File: src/rtl/alu_pkg.sv
// Shared opcodes, FSM state encoding and width helper for the sequential ALU.
package alu_pkg;

    localparam logic [1:0] OP_SUB   = 2'd0;
    localparam logic [1:0] OP_NAND  = 2'd1;
    localparam logic [1:0] OP_LONES = 2'd2;
    localparam logic [1:0] OP_OHDEC = 2'd3;

    typedef enum logic [1:0] {
        ST_IDLE = 2'd0,
        ST_SCAN = 2'd1,
        ST_DONE = 2'd2
    } state_t;

    // Scan results must hold a count of up to 2W and still cover a WIDTH-bit slice.
    function automatic int res_width(input int width);
        int cw;
        cw = $clog2(2 * width + 1);
        return (cw > width) ? cw : width;
    endfunction

endpackage

File: src/rtl/alu_seq_scanner.sv
// Bit-serial scanner over {B,A}: leading-ones count (MSB first) or one-hot decode (LSB first).
module serial_bit_scanner
    import alu_pkg::*;
#(
    parameter int WIDTH = 4
) (
    input  logic                          clk,
    input  logic                          rst,
    input  logic                          start,
    input  logic                          lsb_first,
    input  logic                          en,
    input  logic [2*WIDTH-1:0]            vec,
    output logic                          done,
    output logic [res_width(WIDTH)-1:0]   res,
    output logic                          err
);

    localparam int N2 = 2 * WIDTH;
    localparam int IW = $clog2(N2);
    localparam int RW = res_width(WIDTH);

    logic [N2-1:0] sr;
    logic          lsb;
    logic [IW-1:0] idx;
    logic [RW-1:0] cnt;
    logic [IW-1:0] first;
    logic          found;
    logic          cur_bit;
    logic          last;

    assign cur_bit = lsb ? sr[0] : sr[N2-1];
    assign last    = (idx == IW'(N2 - 1));

    always_ff @(posedge clk) begin
        if (rst) begin
            sr    <= '0;
            lsb   <= 1'b0;
            idx   <= '0;
            cnt   <= '0;
            first <= '0;
            found <= 1'b0;
        end else if (start) begin
            sr    <= vec;
            lsb   <= lsb_first;
            idx   <= '0;
            cnt   <= '0;
            first <= '0;
            found <= 1'b0;
        end else if (en) begin
            sr  <= lsb ? (sr >> 1) : (sr << 1);
            idx <= idx + IW'(1);
            if (cur_bit) begin
                cnt <= cnt + RW'(1);
            end
            if (cur_bit && !found) begin
                found <= 1'b1;
                first <= idx;
            end
        end
    end

    // Termination is decided on the bit examined this cycle, so done is combinational.
    always_comb begin
        done = 1'b0;
        res  = '0;
        err  = 1'b0;
        if (en) begin
            if (lsb) begin
                if (cur_bit && found) begin
                    done = 1'b1;
                    err  = 1'b1;
                    res  = RW'(first);
                end else if (last) begin
                    done = 1'b1;
                    if (found) begin
                        res = RW'(first);
                    end else if (cur_bit) begin
                        res = RW'(idx);
                    end
                    err = !(found || cur_bit);
                end
            end else begin
                if (!cur_bit || last) begin
                    done = 1'b1;
                    res  = cnt + RW'(cur_bit);
                end
            end
        end
    end

endmodule

File: src/rtl/alu_seq.sv
// Handshaked sequential ALU: single-cycle SUB/NAND, bit-serial LONES/OHDEC, sticky flags.
module alu_seq
    import alu_pkg::*;
#(
    parameter int WIDTH = 4
) (
    input  logic             i_clk,
    input  logic             i_rst,
    input  logic             i_valid,
    output logic             o_ready,
    input  logic [1:0]       i_op,
    input  logic [WIDTH-1:0] i_a,
    input  logic [WIDTH-1:0] i_b,
    output logic             o_valid,
    input  logic             i_ready,
    output logic [WIDTH-1:0] o_y,
    output logic             o_overflow,
    output logic             o_err,
    input  logic             i_clr_status,
    output logic             o_sticky_ovf,
    output logic             o_sticky_err,
    output logic [1:0]       o_dbg_state
);

    localparam int RW = res_width(WIDTH);

    // Handshake: a request transfers on an edge where i_valid && o_ready; a result
    // transfers on an edge where o_valid && i_ready. Neither side may retract early.

    state_t          state;
    state_t          state_nx;
    logic            accept;
    logic            scan_start;
    logic            scan_en;
    logic            scan_done;
    logic [RW-1:0]   scan_res;
    logic            scan_err;
    logic            is_scan_op;
    logic [WIDTH-1:0] diff;
    logic            load;
    logic [WIDTH-1:0] y_d;
    logic            ovf_d;
    logic            err_d;

    assign is_scan_op = (i_op == OP_LONES) || (i_op == OP_OHDEC);

    always_ff @(posedge i_clk) begin
        if (i_rst) begin
            state <= ST_IDLE;
        end else begin
            state <= state_nx;
        end
    end

    always_comb begin
        state_nx = state;
        case (state)
            ST_IDLE: if (i_valid) state_nx = is_scan_op ? ST_SCAN : ST_DONE;
            ST_SCAN: if (scan_done) state_nx = ST_DONE;
            ST_DONE: if (i_ready) state_nx = ST_IDLE;
            default: state_nx = ST_IDLE;
        endcase
    end

    always_comb begin
        o_ready     = (state == ST_IDLE);
        o_valid     = (state == ST_DONE);
        accept      = i_valid && (state == ST_IDLE);
        scan_start  = accept && is_scan_op;
        scan_en     = (state == ST_SCAN);
        o_dbg_state = state;
    end

    serial_bit_scanner #(
        .WIDTH(WIDTH)
    ) u_scanner (
        .clk       (i_clk),
        .rst       (i_rst),
        .start     (scan_start),
        .lsb_first (i_op == OP_OHDEC),
        .en        (scan_en),
        .vec       ({i_b, i_a}),
        .done      (scan_done),
        .res       (scan_res),
        .err       (scan_err)
    );

    always_comb begin
        diff  = i_a - i_b;
        load  = 1'b0;
        y_d   = '0;
        ovf_d = 1'b0;
        err_d = 1'b0;
        if (accept && i_op == OP_SUB) begin
            load  = 1'b1;
            y_d   = diff;
            ovf_d = (i_a[WIDTH-1] != i_b[WIDTH-1]) && (i_a[WIDTH-1] != diff[WIDTH-1]);
        end else if (accept && i_op == OP_NAND) begin
            load = 1'b1;
            y_d  = ~(i_a & i_b);
        end else if (scan_en && scan_done) begin
            load  = 1'b1;
            y_d   = scan_res[WIDTH-1:0];
            ovf_d = (scan_res >> WIDTH) != '0;
            err_d = scan_err;
        end
    end

    // A flag being set on DONE entry beats a coincident clear.
    always_ff @(posedge i_clk) begin
        if (i_rst) begin
            o_y          <= '0;
            o_overflow   <= 1'b0;
            o_err        <= 1'b0;
            o_sticky_ovf <= 1'b0;
            o_sticky_err <= 1'b0;
        end else begin
            if (load) begin
                o_y        <= y_d;
                o_overflow <= ovf_d;
                o_err      <= err_d;
            end
            o_sticky_ovf <= (o_sticky_ovf && !i_clr_status) || (load && ovf_d);
            o_sticky_err <= (o_sticky_err && !i_clr_status) || (load && err_d);
        end
    end

endmodule
File: config.mk
export PLATFORM = sky130hd
export DESIGN_NAME = alu_seq
export DESIGN_NICKNAME = d
export VERILOG_FILES = /design/src/rtl/alu_pkg.sv /design/src/rtl/alu_seq_scanner.sv /design/src/rtl/alu_seq.sv
export SDC_FILE = /design/constraint.sdc
export NUM_CORES = 1
export LEC_CHECK = 0
export CORE_MARGIN = 2
export CORE_UTILIZATION = 48
export DETAILED_ROUTE_END_ITERATION = 8
export GPL_ROUTABILITY_DRIVEN = 0
export HOLD_SLACK_MARGIN = 0.1
export PLACE_DENSITY = 0.75
export SETUP_SLACK_MARGIN = 0.1
export SYNTH_ARGS = -nofsm -noshare
export SYNTH_HDL_FRONTEND = slang
export SYNTH_HIERARCHICAL = 1
export SYNTH_SLANG_ARGS = --single-unit
File: constraint.sdc
create_clock -name i_clk -period 1.8 [get_ports i_clk]
set_clock_uncertainty 0.05 [all_clocks]
set_input_delay 0.27 -clock i_clk [delete_from_list [all_inputs] [get_ports i_clk]]
set_output_delay 0.27 -clock i_clk [all_outputs]
set_load 0.02 [all_outputs]
* Yosys cells after proc, flatten, opt, wreduce, memory -nomap -nowiden
Index checks and enable logic that the tools add are counted.
** Operators by class
- Bitwise logic cells :: 2
- Muxes and demuxes :: 35
- Equal/unequal tests :: 11
- Add/sub/neg operators :: 4
- Reduce and logical (&&, ||, !) cells :: 28
** Operator list (number)
- 2-to-1 mux 4 bit :: 9
- 2-to-1 mux 8 bit :: 3
- 2-to-1 mux 1 bit :: 17
- logical AND 1 bit :: 12
- 2-to-1 mux 2 bit :: 4
- equality test 2 bit (second input constant) :: 3
- one-hot mux 2 bit (3 select lines) :: 1
- logical OR 1 bit :: 5
- adder 4 x 1 -> 4 bit :: 1
- adder 4 x 1 -> 4 bit (second input constant) :: 1
- bitwise AND 4 bit :: 1
- equality test 2 x 1 -> 1 bit (second input constant) :: 2
- zero test 1 bit :: 4
- zero test 2 bit :: 2
- != test 2 x 1 -> 1 bit (second input constant) :: 2
- inverter 4 bit :: 1
- AND reduction 2 bit :: 2
- subtractor 4 bit :: 1
- adder 3 x 1 -> 3 bit (second input constant) :: 1
- equality test 3 bit (second input constant) :: 1
- 2-to-1 mux 3 bit :: 1
- AND reduction 3 bit :: 1
- != test 1 bit :: 2
- != test 2 bit (second input constant) :: 1
- other kinds (2) :: 2
** Word-level totals
- Register bits :: 30
- Output and inout bits :: 12

* Longest topological paths before layout
Gate-level depths: netlist of run 1.
- Depth in word-level cells :: 12
- Depth in mapped cells :: 11
- Mapped depth without buffers :: 10

* Cells and area by module
Netlist of run 1, hierarchy kept.
** By module, submodules not included
- serial_bit_scanner :: area an instance 1124.8 um2, instances 1, sequential area each 400.4 um2, cells each 139
- alu_seq :: area an instance 693.2 um2, instances 1, sequential area each 200.2 um2, cells each 77

* Least setup slack after synthesis of run 1
OpenSTA, ideal clock, no wires.
- Path kind :: register to register
- From :: register state[1], in the netlist o_dbg_state[1]
- To :: register o_y[3]
- Stages on the path, launching flop included :: 10
- Arrival :: 1955 ps
- Data required time :: 1634 ps
- Slack :: -321 ps
- Period minus slack after synthesis :: 2121 ps
- Cell sequence :: dfxtp_1 > and2b_1 > inv_1 > clkbuf_1 > nor2_1 > and3b_2 > buf_2 > mux2i_1 > nor3_1 > a31o_2
** On the way
- Word-level cells in the longest chain between the ends :: 6
- Elaborated cells on any way between the ends :: 14
- Those cells by class :: eq/ne (1); mux (8); reduce/logical (5)
** Ends and longest elaborated chain
- start, declared :: line alu_seq.sv:30 : state_t state;
- start signal, assigned :: line alu_seq.sv:51 : state <= state_nx;
- equality test 2 x 1 -> 1 bit (*) :: line alu_seq.sv:70 : scan_en = (state == ST_SCAN);
- named net scan_en :: line alu_seq.sv:34 : logic scan_en;
- 2-to-1 mux 1 bit (*) :: line alu_seq_scanner.sv:67 : if (en) begin
- named net scan_done :: line alu_seq.sv:35 : logic scan_done;
- logical AND 1 bit (*) :: line alu_seq.sv:101 : end else if (scan_en && scan_done) begin
- 2-to-1 mux 4 bit or 2-to-1 mux 1 bit (tied branches) :: line alu_seq.sv:101
- 2-to-1 mux 4 bit or 2-to-1 mux 1 bit (tied branches) :: line alu_seq.sv:98 : end else if (accept && i_op == OP_NAND) begin
- 2-to-1 mux 4 bit or 2-to-1 mux 1 bit (tied branches) :: line alu_seq.sv:94 : if (accept && i_op == OP_SUB) begin
- end signal, assigned :: line alu_seq.sv:119 : o_y <= y_d;
- end, declared :: line alu_seq.sv:16 : output logic [WIDTH-1:0] o_y,
Mark *: on every way through the listed nets, which the timed path passes. The rest lies on a longest branch.
A chain may end at the register's enable or synchronous reset.

* Final worst setup path of run 1
- From :: register u_scanner.lsb
- To :: register o_y[2]
** On the way
- Word-level cells in the longest chain between the ends :: 10
- Elaborated cells on any way between the ends :: 23
- Those cells by class :: add/sub (1); mux (18); reduce/logical (4)
** Ends and longest elaborated chain
- start, declared :: line alu_seq_scanner.sv:23 : logic lsb;
- start signal, assigned :: line alu_seq_scanner.sv:44 : lsb <= lsb_first;
- parallel branches: the longest is 5 deep, another holds adder 4 x 1 -> 4 bit
- 2-to-1 mux 4 bit (*) :: line alu_seq_scanner.sv:68 : if (lsb) begin
- 2-to-1 mux 4 bit (*) :: line alu_seq_scanner.sv:67
- named net scan_res[2] :: line alu_seq.sv:36 : logic [RW-1:0] scan_res;
- 2-to-1 mux 4 bit (*) :: line alu_seq.sv:101
- 2-to-1 mux 4 bit (*) :: line alu_seq.sv:98
- 2-to-1 mux 4 bit (*) :: line alu_seq.sv:94
Mark *: on every way through the listed nets, which the timed path passes.

==> impl_metrics.tcl, run 1 <==
set metrics [dict create \
    hold_class "primary input to flip-flop" \
    crit_chain "mux2i_4, inv_2, ha_4, ha_4, xor2_1, a21oi_1, a311oi_1, mux2_4, nand2_2, a21oi_2" \
    final_util_pct 69.1 \
    port_buffers 26 \
    coreArea_mm2 0.00366 \
    ys.flop_type "dfxtp_1" \
    synth_warnings 6 \
    hold_slack_ps 380 \
    overflow 0 \
    layout.nets 294 \
    drive_gt1_share_pct 25.8 \
    netlist_instances 216 \
    hold_viol 0 \
    critPathBufInv 1 \
    irDropWorstVdd_mv 0.611 \
    leakagePower_nw 1.02 \
    grt_pass1_wl_um 7160 \
    synth_seq_cells 30 \
    vias 1689 \
    power.switching_mw 0.485 \
    required_ps 1980 \
    setup_ws_ps -150 \
    cts.sinks 30 \
    clk_pin_slew_ps 70 \
    cpPeakStageDelay_ps 370 \
    clock_path_buffers 2 \
    crit_start "u_scanner/lsb" \
    cts_made_buffers 5 \
    worstPathMaxFanout 2 \
    route.detailed.drc 0 \
    clock_latency_ps 290 \
    powerDensity_mw_per_mm2 662 \
    startpoint_type "flip-flop" \
    relSlewSlack_pct 78.0 \
    crit_path_end "o_y[2]" \
    path_class "flip-flop to flip-flop" \
    drtIter0Drc 86 \
    grt_max_degree 25 \
    setup_viol 7 \
    netlist_area_mm2 0.00182 \
    violations "negative setup slack" \
    grt_pass1_vias 1606 \
    worst_pin_slew_ps 329 \
    yosys.area.top_type "dfxtp_1" \
    crit_slowest_cell "dfxtp_4" \
    synth.avg_cell_area_um2 8.42 \
    endpoint_kind "flip-flop" \
    dp_hpwl_um 3150 \
    final_area_mm2 0.00253 \
    num_rows 22 \
    async_reset_ff_share_pct 0 \
    maxCapViolCount 0 \
    finalCriticalPeriod_ps 1950 \
    via_per_inst 5.36 \
    synth_common_cells "dfxtp_1 (30), a21oi_1 (18), nand2_1 (18), nor2_1 (16)" \
    wirelength_um 4470 \
    r2r_slack_ps -150 \
    ff2ff_path_depth 10 \
    reg2reg_from "u_scanner/lsb" \
    period_share_pct 108 \
    dp_slack_ps -258 \
    syn_nets 244 \
    p_sw_share_pct 28.9 \
    synth_cell_types 46 \
    placed_area_mm2 0.00234 \
    antenna_cells 0 \
    path_delay_family "multiplexers" \
    fmax_mhz 513 \
    firstDrtPassIters 4 \
    r2r_end "o_y[2]" \
    chipWidth_um 65.5 \
    finalSetupTns_ps -578 \
    root_buffer "clkbuf_8" \
    netlist.area_leader.share_pct 33.0 \
    timing.critical_path.mode_cell "ha_4" \
    die-area_mm2 0.00430 \
    antenna_found_initial 0 \
    ys_seq_area_share_pct 33.0 \
    power_frac_comb_pct 23.0 \
    synth_top_cells_by_area "dfxtp_1 (33%), ha_1 (8.3%), mux2i_1 (6.6%)" \
    ant_nets 0 \
    hold_buffers 0 \
    htreeDepth 2 \
    io_pins 27 \
    drt-wirelength-per-cell_um 14.2 \
    crit_cells 10 \
    rsz0062_at_grt "true" \
    status "finished with violations" \
    pwr-share-clk_pct 34.0 \
    slew_viol_final 0 \
    cts_tree "yes" \
    synth-edff-count 0 \
    cp_data_arrival_time_ps 2130 \
    synth.most_common_cell "dfxtp_1" \
    dieHeight_um 65.5 \
    start_util_pct 49.7 \
    track_usage_pct 21.9 \
    p_seq_share_pct 43.1 \
    p_int_mw 1.19 \
    area_growth_pct 39.2 \
]
[metal layers]
| metal | track usage [%] | vias up | wire, µm |
|---|---|---|---|
| met3 | 4.62 | 8 | 240 |
| met2 | 36.7 | 47 | 2120 |
| met5 | 0 | - | 0 |
| met1 | 27.3 | 772 | 2040 |
| li1 | - | 862 | - |
| met4 | 8.59 | 0 | 72 |
[worst register-to-register path: cells and delay by family (launching register included)]
kind	cells	cell delay [ps]
AO/OA/AOI/OAI	3	450
adder cells (fa/ha/maj)	2	320
AND/OR/NAND/NOR	1	40
multiplexers	2	450
buffers and inverters	1	80
flip-flops	1	370
XOR/XNOR	1	140
[repair_timing]
action	in CTS	in global routing
pin swaps	1	6
buffers inserted	0	1
endpoints found under the setup margin	10	11
gates resized for setup	10	14
endpoints found under the hold margin	0	0
[area by class of cell]
cell class,count,area (µm²)
Multi-Input combinational cell,162,1220
Sequential cell,30,612
Timing Repair Buffer,58,510
Clock buffer,7,86.3
Inverter,9,33.8
Fill cell,281,1130
Clock inverter,1,5.00
Tap cell,48,60.1
[registers in the layout, summed over array words and instances (netlist names)]
| name | count |
|---|---|
| o_y | 4 |
| u_scanner/lsb | 1 |
| u_scanner/first | 3 |
| u_scanner/cnt | 4 |
| u_scanner/sr | 8 |
| u_scanner/found | 1 |
| o_sticky_ovf | 1 |
| o_sticky_err | 1 |
| o_err | 1 |
| o_overflow | 1 |
| o_dbg_state | 2 |
| u_scanner/idx | 3 |
[how the worst min path moves through the flow]
stage	start	end	slack, ps	cells after the start
floorplan	i_a[2]	u_scanner/sr[2]	370	2
global placement	o_sticky_ovf	o_sticky_ovf	390	2
detailed placement	o_sticky_ovf	o_sticky_ovf	400	2
CTS	o_sticky_ovf	o_sticky_ovf	410	2
global route	i_b[2]	u_scanner/sr[6]	410	4
finish	i_b[2]	u_scanner/sr[6]	380	4
[power groups by stage]
stage                     Clock [mW]  Sequential [mW]  Combinational (mW)
after global placement             0            0.735               0.360
final                          0.570            0.722               0.385
after CTS                      0.579            0.722               0.373
after global routing           0.606            0.725               0.421
after detailed placement           0            0.736               0.367
after floorplan                    0            0.747               0.204
[stage by stage]
step,std cells,power (mW)
2_1_floorplan,216,0.951
3_5_place_dp,306,1.10
3_3_place_gp,306,1.09
5_1_grt,315,1.75
6_report,315,1.68
4_1_cts,314,1.67
[cell usage in the layout, fill, tap and decap left out, types with 4 or more instances in the layout]
| cell | count |
|---|---|
| a211oi_1 | 7 |
| a21oi_1 | 15 |
| and2b_1 | 5 |
| buf_4 | 30 |
| clkbuf_8 | 6 |
| clkdlybuf4s50_1 | 22 |
| dfxtp_1 | 25 |
| ha_1 | 8 |
| ha_4 | 4 |
| inv_1 | 8 |
| mux2i_1 | 11 |
| nand2_1 | 15 |
| nand2_2 | 4 |
| nand2b_1 | 4 |
| nand3_1 | 9 |
| nor2_1 | 15 |
| o21ai_0 | 12 |
| o22ai_1 | 5 |
[cell families after synthesis]
family                   after synthesis  share of synthesized area, %
AND/OR/NAND/NOR                       74                          22.1
buffers and inverters                 24                          6.40
AO/OA/AOI/OAI                         56                          18.9
flip-flops                            30                          33.0
multiplexers                          14                          7.85
adder cells (fa/ha/maj)               13                          9.36
XOR/XNOR                               5                          2.41
Note: power is estimated with default switching activity, not from simulation.
==> run 2: changes to the inputs <==
--- a/config.mk
+++ b/config.mk
@@ -5,7 +5,6 @@
 export SDC_FILE = /design/constraint.sdc
 export NUM_CORES = 1
 export LEC_CHECK = 0
-export CORE_MARGIN = 2
 export CORE_UTILIZATION = 48
 export DETAILED_ROUTE_END_ITERATION = 8
 export GPL_ROUTABILITY_DRIVEN = 0
==> run 2 against run 1 <==
The run still ends with negative setup slack left. Die area down 6.0%. Combinational power up 5%. Critical path depth unchanged. Global-route usage up 2.4 points. Largest power group unchanged.
==> impl_metrics.tcl, run 2 (synthesis gave the netlist of run 1 again) <==
set metrics [dict create \
    root_buffer "clkbuf_8" \
    clock_latency_ps 280 \
    path_class "flip-flop to flip-flop" \
    dp_slack_ps -207 \
    drtIter0Drc 134 \
    coreArea_mm2 0.00347 \
    powerDensity_mw_per_mm2 634 \
    endpoint_kind "flip-flop" \
    regMostFlops "u_scanner/sr" \
    finalCriticalPeriod_ps 2010 \
    cts_tree "yes" \
    leakagePower_nw 1.08 \
    dp_hpwl_um 3060 \
    startpoint_type "flip-flop" \
    antenna_found_initial 0 \
    irDropWorstVdd_mv 0.614 \
    rsz0062_at_grt "true" \
    top_regs "u_scanner/sr: 8 flops, o_y: 4 flops, u_scanner/cnt: 4 flops" \
    track_usage_pct 24.2 \
    chipWidth_um 63.5 \
    wirelength_um 4800 \
    slew_viol_final 0 \
    relSlewSlack_pct 78.5 \
    cpPeakStageDelay_ps 370 \
    clock_path_buffers 2 \
    dieHeight_um 63.5 \
    area_growth_pct 46.9 \
    hold_viol 0 \
    finalSetupTns_ps -844 \
    htreeDepth 2 \
    num_rows 21 \
    fmax_mhz 498 \
    grt_max_degree 21 \
    mostFrequentLayoutCell "buf_4" \
    required_ps 1970 \
    worstPathMaxFanout 2 \
    ant_nets 0 \
    maxCapViolCount 0 \
    violations "negative setup slack" \
    vias 1770 \
    hold_slack_ps 399 \
    antenna_cells 0 \
    firstDrtPassIters 6 \
    clk_pin_slew_ps 60 \
    setup_ws_ps -206 \
    crit_chain "mux2i_4, inv_2, ha_4, ha_4, xor2_2, a21oi_2, a311oi_2, mux2_4, nand2_2, a21oi_2" \
    power_mw 1.69 \
    route.detailed.drc 0 \
    final_util_pct 77.0 \
    cts.sinks 30 \
    layout.nets 301 \
    cts_made_buffers 5 \
    grt_pass1_vias 1699 \
    hold_class "flip-flop to flip-flop" \
    die-area_mm2 0.00404 \
    start_util_pct 52.4 \
    status "finished with violations" \
    port_buffers 26 \
    via_per_inst 5.53 \
    period_share_pct 111 \
    worst_pin_slew_ps 318 \
    overflow 0 \
    cp_data_arrival_time_ps 2170 \
    drt-wirelength-per-cell_um 15.0 \
    layout_common_cells "buf_4 (34), dfxtp_1 (25), clkdlybuf4s50_1 (24)" \
    setup_viol 7 \
    io_pins 27 \
    drive_gt1_share_pct 30.3 \
    crit_slowest_cell "dfxtp_4" \
    largest_reg_flops 8 \
    grt_pass1_wl_um 7660 \
]
[run 2: repair_timing]
item	CTS	global route
gates cloned	1	0
setup endpoints to repair	10	10
gates resized for setup	20	15
pin swaps	11	8
hold buffers	0	0
buffers inserted	7	2
[run 2: worst paths after layout]
| path | slack, ps | from | endpoint | cells after the start |
|---|---|---|---|---|
| setup / recovery | -210 | u_scanner/lsb | o_y[2] | 10 |
| hold / removal | 400 | o_sticky_ovf | o_sticky_ovf | 2 |
| setup reg to reg | -210 | u_scanner/lsb | o_y[2] | 10 |
| hold reg to reg | 400 | o_sticky_ovf | o_sticky_ovf | 2 |
[run 2: cell type report]
class | count | area (µm²)
clock buffer | 7 | 86.3
clock inverter | 1 | 5.00
fill | 245 | 797
inverter | 9 | 33.8
multi-input combinational | 162 | 1270
sequential | 30 | 612
tap | 46 | 57.6
timing repair buffer | 65 | 603
[run 2: through the flow]
| stage | instances | area, µm² |
|---|---|---|
| after floorplan | 216 | 1890 |
| after global placement | 302 | 2320 |
| after detailed placement | 302 | 2320 |
| after CTS | 318 | 2580 |
| after global routing | 320 | 2670 |
| final | 320 | 2670 |
[run 2: routing by layer]
metal | vias to the layer above | part of all wire [%] | GRT usage [%]
met4 | 0 | 1.1 | 9.38
met5 | - | 0 | 0
met1 | 838 | 45 | 29.1
met3 | 6 | 4.1 | 4.89
met2 | 48 | 50 | 41.8
li1 | 878 | - | -
[run 2: worst max-delay path: cells and delay by family, from the launching register on]
| family | cells | cell delay (ps) |
|---|---|---|
| xor+xnor | 1 | 160 |
| flops | 1 | 370 |
| mux | 2 | 440 |
| compound gates | 3 | 470 |
| buf+inv | 1 | 70 |
| simple gates | 1 | 50 |
| fa+ha+maj | 2 | 330 |
[run 2: report_power, final]
group          internal (mW)  leakage (nW)  switching (mW)
sequential             0.696         0.247          0.0287
clock                  0.308        0.0482           0.257
combinational          0.202         0.784           0.202
==> run 3: changes to the inputs <==
--- a/config.mk
+++ b/config.mk
@@ -5,6 +5,7 @@
 export SDC_FILE = /design/constraint.sdc
 export NUM_CORES = 1
 export LEC_CHECK = 0
+export CORE_MARGIN = 2
 export CORE_UTILIZATION = 48
 export DETAILED_ROUTE_END_ITERATION = 8
 export GPL_ROUTABILITY_DRIVEN = 0
==> results of run 3 <==
Final layout, timing and power as in run 1 (identical DEF).
